==> config.mk <==
export PLATFORM = sky130hd
export DESIGN_NAME = uart_mirror_fifo
export DESIGN_NICKNAME = d
export VERILOG_FILES = /design/src/rtl/uart_mirror_fifo.sv
export SDC_FILE = /design/constraint.sdc
export NUM_CORES = 1
export LEC_CHECK = 0
export BUFFER_PORTS_ARGS = -buffer_cell sky130_fd_sc_hd__buf_2
export CORE_MARGIN = 2
export CORE_UTILIZATION = 45
export CTS_BUF_LIST = sky130_fd_sc_hd__clkbuf_4 sky130_fd_sc_hd__clkbuf_8
export CTS_CLUSTER_DIAMETER = 30
export DETAILED_ROUTE_END_ITERATION = 8
export SETUP_SLACK_MARGIN = 0.3
export SLEW_MARGIN = 20
export SYNTH_ARGS = -nofsm -noshare
export SYNTH_HDL_FRONTEND = slang
export SYNTH_SLANG_ARGS = --single-unit
==> constraint.sdc <==
create_clock -name clk -period 7.3 [get_ports clk]
set_clock_uncertainty 0.15 [all_clocks]
set_input_delay 0.73 -clock clk [delete_from_list [all_inputs] [get_ports clk]]
set_output_delay 0.73 -clock clk [all_outputs]
set_load 0.01 [all_outputs]
==> src/rtl/uart_mirror_fifo.sv <==
`default_nettype none
// ============================================================================
// Module      : uart_mirror_fifo
// Description : UART byte mirror with a receive FIFO and optional upper-casing
// Revision    : 1.0 - initial release
// ============================================================================
module uart_mirror_fifo #(
    parameter int DEPTH = 16,
    parameter int WIDTH = 8
) (
    input  logic                     clk,
    input  logic                     rst,
    input  logic                     rx_ready,
    input  logic [WIDTH-1:0]         rx_data,
    input  logic                     tx_busy,
    input  logic                     upcase,
    input  logic                     clr_overflow,
    output logic                     tx_start,
    output logic [WIDTH-1:0]         tx_data,
    output logic [$clog2(DEPTH):0]   count,
    output logic                     overflow,
    output logic [WIDTH-1:0]         last_byte
);
    localparam int AW = $clog2(DEPTH);
    localparam int CW = AW + 1;
    localparam logic [CW-1:0] C_DEPTH = CW'(DEPTH);

    localparam logic [1:0] ST_IDLE  = 2'd0;
    localparam logic [1:0] ST_START = 2'd1;
    localparam logic [1:0] ST_GUARD = 2'd2;

    logic [WIDTH-1:0] mem_q [DEPTH];

    logic [1:0]       state_q, state_d;
    logic [AW-1:0]    wp_q, wp_d, rp_q, rp_d;
    logic [CW-1:0]    count_q, count_d;
    logic             overflow_q, overflow_d;
    logic [WIDTH-1:0] last_byte_q, last_byte_d;
    logic             tx_start_q, tx_start_d;
    logic [WIDTH-1:0] tx_data_q, tx_data_d;

    logic             w_pop, w_push, w_drop;
    logic [WIDTH-1:0] w_rd_raw, w_rd_out;

    assign w_pop    = (state_q == ST_IDLE) && (count_q != '0) && !tx_busy;
    // A pop in the same cycle frees a slot, so a full FIFO can still accept.
    assign w_push   = rx_ready && ((count_q < C_DEPTH) || w_pop);
    assign w_drop   = rx_ready && !w_push;
    assign w_rd_raw = mem_q[rp_q];

    if (WIDTH == 8) begin : g_upcase
        always_comb begin
            w_rd_out = w_rd_raw;
            if (upcase && (w_rd_raw >= 8'h61) && (w_rd_raw <= 8'h7A)) begin
                w_rd_out = w_rd_raw - 8'h20;
            end
        end
    end else begin : g_no_upcase
        assign w_rd_out = w_rd_raw;
    end

    always_comb begin
        state_d     = state_q;
        wp_d        = wp_q;
        rp_d        = rp_q;
        count_d     = count_q;
        overflow_d  = overflow_q;
        last_byte_d = last_byte_q;
        tx_start_d  = w_pop;
        tx_data_d   = tx_data_q;

        case (state_q)
            ST_IDLE:  if (w_pop) state_d = ST_START;
            ST_START: state_d = ST_GUARD;
            ST_GUARD: state_d = ST_IDLE;
            default:  state_d = ST_IDLE;
        endcase

        if (w_pop) begin
            tx_data_d = w_rd_out;
            rp_d      = rp_q + AW'(1);
        end
        if (w_push) begin
            wp_d = wp_q + AW'(1);
        end

        case ({w_push, w_pop})
            2'b10:   count_d = count_q + CW'(1);
            2'b01:   count_d = count_q - CW'(1);
            default: count_d = count_q;
        endcase

        if (rx_ready) begin
            last_byte_d = rx_data;
        end

        if (w_drop) begin
            overflow_d = 1'b1;
        end else if (clr_overflow) begin
            overflow_d = 1'b0;
        end
    end

    always_ff @(posedge clk) begin
        if (w_push) begin
            mem_q[wp_q] <= rx_data;
        end
    end

    always_ff @(posedge clk or posedge rst) begin
        if (rst) begin
            state_q     <= ST_IDLE;
            wp_q        <= '0;
            rp_q        <= '0;
            count_q     <= '0;
            overflow_q  <= 1'b0;
            last_byte_q <= '0;
            tx_start_q  <= 1'b0;
            tx_data_q   <= '0;
        end else begin
            state_q     <= state_d;
            wp_q        <= wp_d;
            rp_q        <= rp_d;
            count_q     <= count_d;
            overflow_q  <= overflow_d;
            last_byte_q <= last_byte_d;
            tx_start_q  <= tx_start_d;
            tx_data_q   <= tx_data_d;
        end
    end

    assign tx_start  = tx_start_q;
    assign tx_data   = tx_data_q;
    assign count     = count_q;
    assign overflow  = overflow_q;
    assign last_byte = last_byte_q;

endmodule
`default_nettype wire

Yosys cells after proc, flatten, opt, wreduce, memory -nomap -nowiden
Memories as Yosys holds them, arrays and structs flattened.
Index checks and enable logic that the tools add are counted.

cells by class
  reductions and logical operators = 13
  magnitude comparators = 3
  muxes and demuxes = 8
  bitwise logic cells = 0
  div/mod/pow operators = 0
  equal/unequal tests = 4
  $mul = 0
  add/subtract/negate cells = 5
  shift operators = 0

operators with widths
  kind                                                 number
  case mux 5 bit (2 select lines)                      1
  adder 4 x 1 -> 4 bit, second input constant          2
  >= comparator 8 x 7 -> 1 bit, second input constant  1
  <= comparator 8 x 7 -> 1 bit, second input constant  1
  two-way mux 8 bit                                    1
  subtractor 8 x 6 -> 8 bit, second input constant     1
  logical AND 1 bit                                    6
  adder 5 x 1 -> 5 bit, second input constant          1
  < comparator 5 bit, second input constant            1
  nonzero test 5 bit                                   1
  subtractor 5 x 1 -> 5 bit, second input constant     1
  == test 2 x 1 -> 1 bit, second input constant        2
  two-way mux 1 bit                                    4
  case mux 2 bit (2 select lines)                      1
  nonzero test 2 bit                                   2
  == test 2 bit, second input constant                 1
  zero test 1 bit                                      2
  zero test 2 bit                                      1
  two-way mux 2 bit                                    1
  inequality test 2 bit, second input constant         1
  logical OR 1 bit                                     1

word-level totals
  bits in registers = 33
  bits in read-only memories = 0
  word-level logic and storage cells = 42
  bits in latches = 0
  output and inout port bits = 23
  bits in writable memories = 128
  memories kept = 1
  input port bits = 14

memories
  name   words  bits a word  rd ports  clocked after Yosys merged registers in  write ports  line  text
  mem_q  16     8            1         0                                        1            32    logic [WIDTH-1:0] mem_q [DEPTH];

Depth between registers and ports, before layout
Gate-level depths: netlist of the first run.

  word-level depth = 8
  mapped depth = 12
  depth with buffers taken out = 11

Least setup slack after synthesis of the first run
Ideal clock, no wire load.

  path kind = input-to-reg
  start = in tx_busy
  end = reg count_q[4] (netlist: count[4])
  required time = 7.022 ns
  path buffers = 1
  slack = 3.969 ns
  setup time = 0.128 ns
  arrival = 3.053 ns
  stages = 11
  cells stage by stage = or3_1 or2_2 inv_1 clkbuf_1 ha_1 ha_1 a21o_1 a21oi_1 xor2_1 nor2_1 xor2_1

on the way
  word-level cells in the longest chain between the ends = 6
  elaborated cells on any way between the ends = 8
  those cells by class = eq/ne (2); mux (1); reduce/logical (5)

RTL lines
  element                                                                line  text
  start: declaration                                                     15    input logic tx_busy,
  zero test 1 bit (*)                                                    45    assign w_pop = (state_q == ST_IDLE) && (count_q != '0) && !tx_busy;
  logical AND 1 bit (*)                                                  45
  net tx_start_d                                                         39    logic tx_start_q, tx_start_d;
  logical OR 1 bit                                                       47    assign w_push = rx_ready && ((count_q < C_DEPTH) || w_pop);
  logical AND 1 bit                                                      47
  == test 2 x 1 -> 1 bit or == test 2 bit (tied branches)                87    case ({w_push, w_pop})
  case mux 5 bit (2 select lines) or nonzero test 2 bit (tied branches)  -
  end signal: assignment                                                 124   count_q <= count_d;
  end: declaration                                                       36    logic [CW-1:0] count_q, count_d;

Mark *: on every way through the listed nets, which the timed path passes. The rest lies on a longest branch.
A chain may end at the register's enable or synchronous reset.

Worst setup path after layout of the first run
  start = reg count_q[1] (netlist: count[1])
  end = reg count_q[4] (netlist: count[4])

on the way
  word-level cells in the longest chain between the ends = 7
  elaborated cells on any way between the ends = 12
  those cells by class = add/sub (2); order compare (1); eq/ne (2); mux (1); reduce/logical (6)

RTL lines
  element
  parallel branches: the longest is 7 deep, another holds < comparator 5 bit

Several ways; the timed one is not identified.

==> impl_metrics.csv, run 1 <==
group,metric,value,unit
synthesis,syn_area,6520,µm²
synthesis,netlist_instances,351,
setup_path,cpPeakStageDelay,530,ps
synthesis,avgSynthCellArea,18.6,µm²
cells_and_area,diodes,0,
clocking,htree_levels,4,
floorplan,rows,43,
clocking,post-cts-setup-buffer-count,0,
setup_path,crit_chain,"or4_1 -> nor2_1 -> or2_2 -> inv_1 -> ha_1 -> fa_1 -> a21o_1 -> a21oi_1 -> xor2_1 -> nor2_1 -> xor2_1",
synthesis,synthAdderAreaFrac,0.0223,
synthesis,synth_simple_gate_area_frac,0.0576,
clocking,clk_pin_slew_worst_paths,90,ps
setup_path,arrival,3490,ps
setup_path,r2r_cells,11,
setup_path,cp_max_fo,13,
setup_path,worst_setup_path_end_kind,"register",
timing,min_period_over_period,0.452,
setup_path,r2r_setup_slack,4000,ps
synthesis,yosys_warnings,0,
placement,dpl-instance-area,6860,µm²
floorplan,io_pins,37,
synthesis,ys_async_sr_fraction,0.205,
floorplan,die_h,124,µm
grt,grt_pass1_vias,3305,
outcome,status,"complete, no violations",
cells_and_area,syn_to_final_growth,11.3,%
setup_path,rr_startpoint,"count[1]",
synthesis,synth_compound_area_frac,0.0230,
run,maxCapViolations,0,
drt,drc,0,
grt,grt_use_total,0.174,
clocking,cts_tree,"built",
timing,fmax,303,MHz
synthesis,synth-main-ff-cell,"edfxtp_1",
drt,wl_per_cell,21.3,µm
drt,dr_wl_met2,6000,µm
clocking,post_cts_resized,0,
timing,slew_violations,0,
setup_path,worstSetupPathType,"reg -> reg",
timing,fin_crit,3300,ps
drt,first_iter_violations,227,
timing,setup_tns,0,ps
timing,rsz0062_at_grt,"no",
cells_and_area,fin_area,7260,µm²
timing,setup-violations-final,0,
grt,grt_max_degree,36,
synthesis,syn_nets,376,
drt,ant_nets,0,
placement,place.port_buffers,36,
clocking,root_buffer,"clkbuf_8",
cells_and_area,multi_input_area,1700,µm²
clocking,cts_buffer_depth,2,
drt,dr_total_vias,3200,
grt,grt_pass1_wl,19600,µm
floorplan,core_region_area,14000,µm²
cells_and_area,n_fill_cell,1152,
grt,antenna_found_initial,0,
setup_path,slowest_stage,"or4_1",
synthesis,synth-xor-area-share,0.0148,
synthesis,synthDistinctLibCells,44,
timing,hold_viol,0,
floorplan,die-area,15500,µm²
clocking,cts_made_buffers,17,
power_and_ir_drop,pwr_density_cell,377,nW/µm²
floorplan,start_util,0.464,
drt,dr.max_layer_used,"met4",
drt,drtPass1Iterations,4,
drt,dr_wl_met3,595,µm
drt,wl,12500,µm
synthesis,synth_seq_cells,161,
clocking,insertion_delay,460,ps
placement,gp_congestion,0.801,
timing,tightestPinTransition,1080,ps
clocking,ctsHoldBuffers,0,
synthesis,synth_edf_count,128,
clocking,clock_sinks,161,
grt,overflow,0,
placement,hpwl,8020,µm
setup_path,rr_endpoint,"count[4]",
drt,drt-met1-wl,5630,µm
cells_and_area,drive_gt1_frac,0.286,
hold_path,min_path_type,"in -> async",
floorplan,die_w,124,µm
synthesis,synth_top_family_by_area,"multiplexers",
power_and_ir_drop,peakVddDrop,0.181,mV
setup_path,worstPathRequired,7490,ps
setup_path,start_kind,"register",
power_and_ir_drop,power_leakage,0.00260,µW
drt,avgViaCountPerCell,5.43,
synthesis,seq_area_frac_synth,0.716,
timing,slew_headroom,0.280,
cells_and_area,layout.nets,421,
cells_and_area,seq_area,4670,µm²
synthesis,synth_mux_area_frac,0.143,
-- stage by stage --
stage                     power [µW]  cells   util  worst slack, ps  hold slack, ps
after floorplan                 1900    351      -             3970             246
after global placement          2100    557  0.488             3740             261
after detailed placement        2120    557  0.488             3670             261
after CTS                       2770    589  0.517             3960             203
after global routing            2900    589  0.517             3720             223
final                           2740    589  0.517             4000             200
-- sequential cells by signal, indices dropped and copies added, names as in the netlist --
| register | cells |
|---|---|
| count | 5 |
| last_byte | 8 |
| mem_q | 128 |
| overflow | 1 |
| rp_q | 4 |
| state_q | 2 |
| tx_data | 8 |
| tx_start | 1 |
| wp_q | 4 |
-- cell type report --
type                       count  area share
tap                          180      0.0310
clock inverter                 9      0.0148
timing repair buffer          42      0.0310
sequential                   161       0.644
multi-input combinational    165       0.234
clock buffer                  23      0.0402
inverter                       9     0.00466
-- worst max-delay path: cells and delay by family, from the launching register on --
kind,cells,cell delay [ps]
simple gates,4,930
fa+ha+maj,2,790
flops,1,450
compound gates,2,330
xor+xnor,2,290
buf+inv,1,240
-- power breakdown --
part	total (µW)	switching (µW)	leakage (µW)	internal [µW]
Sequential	1250	129	0.00155	1130
Clock	653	316	0.000206	337
Combinational	831	440	0.000849	391
Total	2740	885	0.00260	1850
-- cell families after synthesis --
logic type,Yosys count
buf+inv,25
flops,161
simple gates,77
mux,45
xor+xnor,11
fa+ha+maj,11
compound gates,21
-- worst max-delay path by stage --
| stage | start | to | slack [ps] | cells past startpoint |
|---|---|---|---|---|
| final | count[1] | count[4] | 4000 | 11 |
| after global routing | count[1] | count[4] | 3720 | 11 |
| after CTS | count[1] | count[4] | 3960 | 11 |
| after detailed placement | tx_busy | count[4] | 3670 | 11 |
| after global placement | tx_busy | count[4] | 3740 | 11 |
| after floorplan | tx_busy | count[4] | 3970 | 11 |
-- cells in the final DEF (no fill, tap or decap), drive strengths merged, types with 2 or more instances in the layout --
master,count
edfxtp,128
buf,42
mux4,35
dfrtp,33
nand2,30
clkbuf,23
nor2,19
ha,10
inv,10
mux2,9
nand3,9
xnor2,8
o21ai,6
clkinv,5
nor3,4
a22oi,4
a21oi,4
nor2b,3
nand4,3
xor2,3
a21o,2
nand2b,2
bufinv,2
-- routing by layer --
metal | vias to the layer above | global-route usage
met5 | - | 0
met4 | 0 | 0.0780
met3 | 21 | 0.0473
met2 | 76 | 0.258
met1 | 1645 | 0.244
li1 | 1458 | -
-- synth_stat cells, drive strengths merged, types with 2 or more instances --
library cell  number  area, µm²
o21ai              6       30.0
mux2               9        101
xnor2              8       70.1
a21oi              4       23.8
nor2              19       71.3
xor2               3       26.3
nand2             30        113
dfrtp             33        826
nand2b             2       12.5
mux4              35        822
nor3               4       20.0
nand4              3       18.8
nand3              9       50.1
a22oi              4       35.0
buf                9       87.6
nor2b              3       18.8
a21o               2       15.0
inv                9       33.8
ha                10        125
clkbuf             7       30.0
edfxtp           128       3840
Power figures use the tool's default switching activity.
==> inputs of run 2 (changes only) <==
==> constraint.sdc (replaced) <==
create_clock -name clk -period 3.4 [get_ports clk]
set_clock_uncertainty 0.15 [all_clocks]
set_input_delay 0.34 -clock clk [delete_from_list [all_inputs] [get_ports clk]]
set_output_delay 0.34 -clock clk [all_outputs]
set_load 0.01 [all_outputs]
==> run 2 against run 1 <==
Net effect: register-to-register slack worse by 3500 ps; largest power group unchanged; non-clock buffer count up 15; cell area up 1.8%; hold slack worse by 68 ps; clock power up 120%.
==> impl_metrics.csv, run 2 (synthesis gave the netlist of run 1 again) <==
group,metric,value,unit
cells_and_area,layout_common_cells,"edfxtp_1, buf_2, dfrtp_1",
setup_path,cp_max_fo,5,
grt,met1_usage,0.236,
setup_path,cp_num_cells,11,
setup_path,crit_family,"simple AND/OR/NAND/NOR gates",
clocking,post_cts_resized,0,
cells_and_area,n_fill_cell,1149,
floorplan,die_w,124,µm
setup_path,rr_startpoint,"count[1]",
grt,grt_util_met2,0.256,
drt,first_iter_violations,189,
grt,grt_pass1_vias,3355,
run,maxCapViolations,0,
clocking,htree_levels,4,
grt,grt_max_degree,36,
clocking,root_buffer,"clkbuf_8",
grt,use_met3,0.0468,
floorplan,die_h,124,µm
cells_and_area,largest_reg_flops,128,
setup_path,r2r_setup_slack,510,ps
setup_path,critPathBufInv,1,
floorplan,rows,43,
timing,fin_crit,2890,ps
timing,fmax,346,MHz
setup_path,worstSetupPathType,"reg -> reg",
floorplan,die-area,15500,µm²
setup_path,worstSetupEndpoint,"count[4]",
timing,setup_tns,0,ps
cells_and_area,final_common_cell,"edfxtp_1",
hold_path,min_path_type,"in -> reg",
drt,wl,12200,µm
timing,min_period_over_period,0.849,
setup_path,arrival,3070,ps
power_and_ir_drop,peakVddDrop,0.304,mV
drt,avgViaCountPerCell,5.44,
grt,antenna_found_initial,0,
outcome,status,"complete, no violations",
cells_and_area,layout.nets,436,
drt,dr_total_vias,3267,
clocking,cts_buffer_depth,2,
timing,slew_headroom,0.444,
setup_path,r2r_cells,11,
setup_path,slowest_stage,"or4_1",
timing,hold_viol,0,
grt,grt_use_total,0.168,
setup_path,worstPathRequired,3580,ps
setup_path,start_kind,"register",
clocking,clock_sinks,161,
floorplan,start_util,0.464,
drt,wl_per_cell,20.3,µm
setup_path,cpPeakStageDelay,530,ps
clocking,cts_made_buffers,17,
clocking,insertion_delay,450,ps
cells_and_area,drive_gt1_frac,0.297,
setup_path,crit_chain,"or4_1 -> nor2_1 -> or2_2 -> inv_1 -> ha_1 -> fa_1 -> a21o_1 -> a21oi_1 -> xor2_1 -> nor2_1 -> xor2_1",
floorplan,core_region_area,14000,µm²
grt,busiest_layer,"met2",
timing,setup-violations-final,0,
floorplan,io_pins,37,
grt,overflow,0,
power_and_ir_drop,power_leakage,0.00268,µW
drt,ant_nets,0,
cells_and_area,diodes,0,
placement,hpwl,8020,µm
cells_and_area,syn_to_final_growth,13.2,%
drt,drc,0,
grt,grt_pass1_wl,19300,µm
timing,slew_violations,0,
timing,rsz0062_at_grt,"no",
setup_path,crit_path_start,"count[1]",
setup_path,rr_endpoint,"count[4]",
cells_and_area,largest-register,"mem_q",
clocking,cts_tree,"built",
placement,gp_congestion,0.746,
setup_path,worst_setup_path_end_kind,"register",
clocking,clk_pin_slew_worst_paths,80,ps
placement,place.port_buffers,36,
power_and_ir_drop,pwr_density_cell,809,nW/µm²
cells_and_area,utilization,0.526,
timing,tightestPinTransition,831,ps
drt,drtPass1Iterations,6,
## run 2: worst min-delay path by stage
| stage | from | to | slack [ps] | cells past startpoint |
|---|---|---|---|---|
| 2_1_floorplan | state_q[1] | state_q[1] | 250 | 1 |
| 3_3_place_gp | state_q[1] | state_q[1] | 260 | 1 |
| 3_5_place_dp | state_q[1] | state_q[1] | 270 | 1 |
| 4_1_cts | rx_data[4] | mem_q[10][4] | 110 | 1 |
| 5_1_grt | rx_data[4] | mem_q[1][4] | 120 | 1 |
| 6_report | rx_data[4] | mem_q[0][4] | 130 | 1 |
## run 2: metal layers
layer,up-vias,share of wire
li1,1483,-
met1,1710,0.47
met4,0,0.012
met2,62,0.48
met3,12,0.037
met5,-,0
## run 2: worst reg2reg max path, cell delays in order, from the launching register on
cell	delay (ps)
dfrtp_1	430
or4_1	530
nor2_1	90
or2_2	120
inv_1	50
ha_1	280
fa_1	430
a21o_1	170
a21oi_1	160
xor2_1	160
nor2_1	60
xor2_1	150
## run 2: final cells by class
type / count / area (µm²) / share of cell area
Inverter: 9 / 33.8 / 0.00458
Clock buffer: 20 / 256 / 0.0347
Sequential cell: 161 / 4670 / 0.633
Multi-Input combinational cell: 165 / 1700 / 0.230
Clock inverter: 9 / 141 / 0.0191
Timing Repair Buffer: 57 / 355 / 0.0481
Tap cell: 180 / 225 / 0.0305
## run 2: per-stage QoR
stage	area (µm²)	total power, µW	instances	hold slack, ps	setup WS, ps
after global placement	6970	4570	570	262	552
after detailed placement	6970	4600	570	271	506
after global routing	7380	6300	601	119	334
after CTS	7380	6040	601	112	489
final	7380	5970	601	133	513
after floorplan	6520	4080	351	246	343
## run 2: where the power goes
part	total (µW)	internal, µW	leakage (µW)	switching [µW]
clock	1440	802	0.000205	639
combinational	1890	897	0.000928	995
sequential	2640	2410	0.00155	223
## run 2: timing repair
item / 4_1_cts / 5_1_grt
hold buffers: 2 / 0
hold endpoints to repair: 28 / 0
buffers inserted: 0 / 0
==> inputs of run 3 (changes only) <==
==> constraint.sdc (replaced) <==
create_clock -name clk -period 3 [get_ports clk]
set_clock_uncertainty 0.15 [all_clocks]
set_input_delay 0.3 -clock clk [delete_from_list [all_inputs] [get_ports clk]]
set_output_delay 0.3 -clock clk [all_outputs]
set_load 0.01 [all_outputs]
==> run 3 against run 2 <==
Net effect: cell area is 2.7% higher; register-to-register slack worse by 210 ps; setup slack got worse by 210 ps; critical endpoint unchanged; largest cell class unchanged.
==> impl_metrics.csv, run 3 (synthesis gave the netlist of run 1 again) <==
group,metric,value,unit
outcome,status,"complete, no violations",
placement,place.port_buffers,36,
floorplan,core_region_area,14000,µm²
setup_path,arrival,2880,ps
setup_path,start_kind,"register",
cells_and_area,layout.nets,455,
timing,setup_tns,0,ps
setup_path,r2r_cells,11,
setup_path,cp_max_fo,3,
placement,dpl-instance-area,7050,µm²
drt,avgViaCountPerCell,5.33,
clocking,insertion_delay,450,ps
timing,setup-violations-final,0,
setup_path,slowest_stage,"or4_4",
timing,fmax,371,MHz
setup_path,path_common_cell,"xor2_1",
floorplan,io_pins,37,
timing,min_period_over_period,0.897,
drt,dr_total_vias,3321,
hold_path,min_from,"rx_data[6]",
setup_path,rr_startpoint,"count[2]",
setup_path,worstSetupPathType,"reg -> reg",
grt,grt_pass1_wl,20000,µm
setup_path,critPathBufInv,1,
cells_and_area,fin_area,7580,µm²
setup_path,crit_chain,"or4_4 -> nor2_4 -> or2_4 -> inv_2 -> ha_4 -> fa_2 -> a21o_1 -> a21oi_2 -> xor2_1 -> nor2_1 -> xor2_1",
drt,drtPass1Iterations,4,
clocking,clk_pin_slew_worst_paths,90,ps
timing,tightestPinTransition,910,ps
floorplan,die_w,124,µm
grt,grt_max_degree,36,
power_and_ir_drop,pwr_density_cell,916,nW/µm²
hold_path,hold_end,"mem_q[13][6]",
clocking,root_buffer,"clkbuf_8",
grt,antenna_found_initial,0,
timing,slew_headroom,0.393,
floorplan,start_util,0.464,
setup_path,worstPathRequired,3180,ps
cells_and_area,largest_reg_flops,128,
cells_and_area,drive_gt1_frac,0.352,
grt,overflow,0,
cells_and_area,diodes,0,
setup_path,rr_endpoint,"count[4]",
clocking,clock_sinks,161,
timing,slew_violations,0,
placement,hpwl,8390,µm
setup_path,worst_setup_path_end_kind,"register",
hold_path,min_path_type,"in -> reg",
power_and_ir_drop,power_leakage,0.00277,µW
cells_and_area,seq_area,4670,µm²
cells_and_area,largest-register,"mem_q",
setup_path,cpPeakStageDelay,550,ps
timing,rsz0062_at_grt,"yes",
drt,wl_per_cell,20.1,µm
drt,ant_nets,0,
clocking,cts_buffer_depth,2,
grt,grt_pass1_vias,3435,
cells_and_area,multi_input_area,1750,µm²
power_and_ir_drop,power,6950,µW
drt,wl,12600,µm
drt,drc,0,
cells_and_area,n_fill_cell,1115,
power_and_ir_drop,peakVddDrop,0.434,mV
setup_path,crit_family,"simple AND/OR/NAND/NOR gates",
drt,first_iter_violations,225,
clocking,cts_tree,"built",
floorplan,rows,43,
timing,fin_crit,2690,ps
clocking,htree_levels,4,
hold_path,hold_depth,1,
floorplan,die-area,15500,µm²
cells_and_area,final_common_cell,"edfxtp_1",
floorplan,die_h,124,µm
run,maxCapViolations,0,
timing,hold_viol,0,
grt,grt_use_total,0.174,
cells_and_area,layout_common_cells,"edfxtp_1, buf_4, buf_2",
placement,gp_congestion,0.747,
clocking,cts_made_buffers,17,
setup_path,r2r_setup_slack,310,ps
cells_and_area,syn_to_final_growth,16.3,%
==> run 3: through the flow <==
step           instances  setup WS (ps)  hold WS (ps)  utilization
6_report             623            308          84.9        0.540
3_5_place_dp         578            225           266        0.502
4_1_cts              614            268          62.4        0.533
5_1_grt              623            206          73.8        0.540
3_3_place_gp         578            304           261        0.502
2_1_floorplan        351            211           246            -
==> run 3: per-layer routing <==
metal  routed length, µm  GRT usage  part of all wire
met4                 196     0.0608             0.016
met1                5780      0.239              0.46
met5                   0          0                 0
met3                 573     0.0430             0.046
met2                6000      0.275              0.48
==> run 3: area by class of cell <==
class,instances,area share
Clock buffer,19,0.0337
Clock inverter,13,0.0200
Inverter,9,0.00445
Multi-Input combinational cell,165,0.230
Sequential cell,161,0.616
Tap cell,180,0.0297
Timing Repair Buffer,76,0.0657
==> run 3: report_power, final <==
group | switching [µW] | internal, µW | leakage [µW]
logic | 1200 | 1170 | 0.00102
registers | 246 | 2740 | 0.00155
clock network | 806 | 785 | 0.000200
==> run 3: how the worst max path moves through the flow <==
stage,slack [ps],endpoint,from,cells after the start
2_1_floorplan,210,count[4],count[1],12
3_3_place_gp,300,tx_data[7],rp_q[0],7
4_1_cts,270,count[4],count[1],11
6_report,310,count[4],count[2],11
3_5_place_dp,220,count[4],count[1],11
5_1_grt,210,count[4],count[2],11
==> run 3: repair_timing <==
item	CTS	global route
pin swaps	0	9
hold buffers	2	0
endpoints found under the hold margin	22	0
setup endpoints to repair	3	5
setup buffers	2	9
resized for setup	1	6
